===== config.mk =====
export PLATFORM = sky130hd
export DESIGN_NAME = inv_share_arbiter
export DESIGN_NICKNAME = d
export VERILOG_FILES = /design/src/rtl/inv_share_arbiter.sv
export SDC_FILE = /design/constraint.sdc
export NUM_CORES = 1
export LEC_CHECK = 0
export CORE_UTILIZATION = 47
export DETAILED_ROUTE_END_ITERATION = 10
export MAX_ROUTING_LAYER = met4
export PLACE_DENSITY = 0.87
export RECOVER_POWER = 50
export SYNTH_ARGS = -nofsm -noshare
export SYNTH_HDL_FRONTEND = slang
export SYNTH_SLANG_ARGS = --single-unit

===== constraint.sdc =====
create_clock -name clk -period 5.5 [get_ports clk]
set_clock_uncertainty 0.2 [all_clocks]
set_input_delay 0.825 -clock clk [delete_from_list [all_inputs] [get_ports clk]]
set_output_delay 0.825 -clock clk [all_outputs]
set_load 0.1 [all_outputs]

===== src/rtl/inv_share_arbiter.sv =====
// Round-robin arbiter sharing one combinational inverter among NUM_REQ requesters.
// Each accepted operand is driven, settled, captured and returned tagged with its requester ID.
module inv_share_arbiter #(
    parameter int unsigned NUM_REQ = 4,
    parameter int unsigned WIDTH   = 1,
    localparam int unsigned ID_W   = $clog2(NUM_REQ)
) (
    input  logic                     clk,
    input  logic                     rst,
    input  logic [NUM_REQ-1:0]       req_valid,
    input  logic [NUM_REQ*WIDTH-1:0] req_data,
    output logic [NUM_REQ-1:0]       req_ready,
    output logic [WIDTH-1:0]         inv_a,
    input  logic [WIDTH-1:0]         inv_y,
    output logic                     rsp_valid,
    output logic [ID_W-1:0]          rsp_id,
    output logic [WIDTH-1:0]         rsp_data,
    input  logic                     rsp_ready,
    output logic                     busy
);

    typedef enum logic [1:0] {StIdle, StDrive, StCapture, StRespond} state_e;

    state_e            state_q, state_d;
    logic [ID_W-1:0]   rr_ptr_q, rr_ptr_d;
    logic [ID_W-1:0]   rsp_id_q, rsp_id_d;
    logic [WIDTH-1:0]  inv_a_q, inv_a_d;
    logic [WIDTH-1:0]  rsp_data_q, rsp_data_d;
    logic              rsp_valid_q, rsp_valid_d;
    logic [ID_W-1:0]   winner;
    logic              found;
    logic [NUM_REQ-1:0] grant;

    // Scan starting at rr_ptr so the last-served requester is considered last.
    always_comb begin
        int unsigned idx;
        logic [ID_W-1:0] cand;
        found  = 1'b0;
        winner = '0;
        idx    = 0;
        cand   = '0;
        for (int unsigned k = 0; k < NUM_REQ; k++) begin
            idx  = (32'(rr_ptr_q) + k) % NUM_REQ;
            cand = ID_W'(idx);
            if (!found && req_valid[cand]) begin
                found  = 1'b1;
                winner = cand;
            end
        end
    end

    always_comb begin
        grant = '0;
        if (found && (state_q == StIdle) && !rst) begin
            grant = NUM_REQ'(1) << winner;
        end
    end

    always_comb begin
        state_d     = state_q;
        rr_ptr_d    = rr_ptr_q;
        rsp_id_d    = rsp_id_q;
        inv_a_d     = inv_a_q;
        rsp_data_d  = rsp_data_q;
        rsp_valid_d = rsp_valid_q;
        unique case (state_q)
            StIdle: begin
                if (|(grant & req_valid)) begin
                    inv_a_d  = req_data[winner*WIDTH +: WIDTH];
                    rsp_id_d = winner;
                    rr_ptr_d = (winner == ID_W'(NUM_REQ - 1)) ? '0 : winner + ID_W'(1);
                    state_d  = StDrive;
                end
            end
            StDrive: state_d = StCapture;
            StCapture: begin
                rsp_data_d  = inv_y;
                rsp_valid_d = 1'b1;
                state_d     = StRespond;
            end
            StRespond: begin
                if (rsp_ready) begin
                    rsp_valid_d = 1'b0;
                    state_d     = StIdle;
                end
            end
            default: state_d = StIdle;
        endcase
    end

    always_ff @(posedge clk) begin
        if (rst) begin
            state_q     <= StIdle;
            rr_ptr_q    <= '0;
            rsp_id_q    <= '0;
            inv_a_q     <= '0;
            rsp_data_q  <= '0;
            rsp_valid_q <= 1'b0;
        end else begin
            state_q     <= state_d;
            rr_ptr_q    <= rr_ptr_d;
            rsp_id_q    <= rsp_id_d;
            inv_a_q     <= inv_a_d;
            rsp_data_q  <= rsp_data_d;
            rsp_valid_q <= rsp_valid_d;
        end
    end

    assign req_ready = grant;
    assign inv_a     = inv_a_q;
    assign rsp_valid = rsp_valid_q;
    assign rsp_id    = rsp_id_q;
    assign rsp_data  = rsp_data_q;
    assign busy      = (state_q != StIdle);

endmodule


==> results.ini <==
[logic_synthesis]
yosysWarningCount=0
synth-edff-count=0
syn_inst=74
syn_area_sq_um=657
ys_top_cells_by_area=dfxtp_1 (27%), ha_1 (15%), nor2b_1 (5.7%), nor2_1 (5.1%), a21oi_1 (4.6%)
synth_top_area_frac=0.274
ys_types=28
syn_area_per_cell_sq_um=8.88
yosys.area.top_type=dfxtp_1
async_flop_share=0
syn-num-nets=94
synth-main-ff-cell=dfxtp_1
ys_seq_elements=9
yosysSeqAreaShare=0.274
synth_commonest_cells=dfxtp_1 (9), nor2_1 (9), ha_1 (8)

[finish]
antenna_cells=0
seq_area_sq_um=180
post-route-cell-area_sq_um=897
drive_gt1_frac=0.122
areaGrowthSynthToFinish_pct=36.6
final_nets=119
n_fill_cell=108
multi_input_area_sq_um=448

[timing]
slew_headroom=0.346
tns_ns=0
fmax_mhz=218
post-route-period-util=0.833
min_period_ns=4.58
maxSlewViolCount=0
rsz0062_at_grt=no
hold_viol=0
tightest_slew_ns=0.978
setup_viol=0
setup_ws_ns=0.920

[routing]
drc=0
vias=612
viasPerCell=5.42
drt_iter0_drc=6
finalWirelength_um=1310
first_pass_iters=3
wl_met1_um=643
wl_met3_um=51
ant_nets=0
wl_per_cell_um=11.6
highest_layer=met4
wl_met2_um=608

[clock_tree]
clkSinkCount=9
h-tree-depth=1
cts_resized=0
clkLatencyLatePin_ns=0.26
cts-root-buf=clkbuf_4
cts_hold_buf=0
cts_max_path_buffers=2
cts_setup_buffers=0
cts_tree=built
cts_buffers=3
clkSlewWorstSetupHoldPaths_ns=0.06

[die]
die_area_sq_um=1550
io-pin-count=22
start_util=0.505
dieHeight_um=39.4
core_area_sq_um=1300
die_w_um=39.4
rows=13

[power_and_ir_drop]
p_leak_nw=0.405
p_per_area_nw_per_um2=462
ir_drop_uv=428

[critical_path]
crit_arrival_ns=3.55
critPathKind=primary input to output pin
worstReg2RegEnd=state_q[1]
worstSetupEndpointType=output pin
r2r_slack_ns=2.56
critPathRequiredTime_ns=4.47
crit_fanout=4
rr_worst_depth=10
r2r_start=rr_ptr_q[0]
start_kind=primary input

[place]
portBuffers=21
pre_cts_ws_ns=0.928
gp_congestion=0.722
placed_area_sq_um=876
dpl.hpwl_um=1030

[grt]
grt_pass1_wl_um=2110
grt_use_total=0.199
grt_pass1_vias=526
antenna_found_initial=0
gr-total-overflow=0
grt_max_degree=11

[worst_hold_path]
whs_path_depth=2
min-delay-start=rsp_valid
hp-class=register to register
whs_endpoint=rsp_valid

[status]
status=finished, final reports clean

[flow_run]
cap_viol_max_count=0

per-layer routing:
metal | vias to the layer above | GRT usage
li1 | 317 | -
met1 | 281 | 0.249
met2 | 12 | 0.317
met3 | 2 | 0.0341
met4 | 0 | 0.0776
met5 | - | -
report_power, final:
part	internal [W]	leakage [nW]	switching, W
Sequential	0.0000819	0.0734	0.0000112
Clock	0.0000279	0.0150	0.0000222
Combinational	0.0000785	0.316	0.000193
Total	0.000188	0.405	0.000226
kinds of logic (layout without fill, tap and decap cells):
family | count (synthesis) | count (layout) | synth area share
AOI/OAI and AO/OA | 18 | 18 | 0.225
adders and majority gates | 8 | 8 | 0.152
buffers and inverters | 6 | 30 | 0.0362
DFF | 9 | 9 | 0.274
muxes | 3 | 3 | 0.0457
and+or+nand+nor | 30 | 30 | 0.267
worst max-delay path, stage by stage:
cell and delay [ns]:
clkdlybuf4s50_1 0.51, nor2b_1 0.19, a21boi_0 0.26, o31a_1 0.28
ha_1 0.21, and3_1 0.14, clkdlybuf4s50_1 1.13
through the flow:
stage	std cells	hold slack (ns)	power, W	utilization
floorplan	74	0.265	0.000314	-
global placement	109	0.273	0.000370	0.673
detailed placement	109	0.274	0.000374	0.673
CTS	113	0.289	0.000425	0.693
global route	113	0.319	0.000440	0.689
finish	113	0.278	0.000414	0.689
final cells by class:
type / count / area share
Multi-Input combinational cell: 59 / 0.499
Inverter: 5 / 0.0209
Tap cell: 15 / 0.0209
Clock buffer: 4 / 0.0293
Timing Repair Buffer: 21 / 0.229
Sequential cell: 9 / 0.201
how the worst max path moves through the flow:
stage,start,endpoint,cells after the start
after floorplan,req_valid[2],req_ready[1],5
after global placement,req_valid[3],req_ready[2],8
after detailed placement,req_valid[3],req_ready[2],8
after CTS,req_valid[2],req_ready[2],7
after global routing,req_valid[2],req_ready[2],7
final,req_valid[2],req_ready[2],7
cells in the final DEF, fill, tap and decap left out, types with 2 or more instances in the layout:
cell type,n
inv_1,5
or4_4,2
dlygate4sd3_1,7
clkbuf_4,3
mux2i_1,3
dfxtp_1,9
a21oi_1,6
nor2b_1,6
and3_1,4
nor2_1,9
buf_4,2
ha_1,8
a22o_1,2
clkdlybuf4s50_1,12
nand2_1,3
flip-flops by register name (all words and copies together), names as in the netlist:
register   cells
rr_ptr_q       2
rsp_data       1
rsp_id         2
inv_a          1
state_q        2
rsp_valid      1
(Power assumes the default switching activity.)
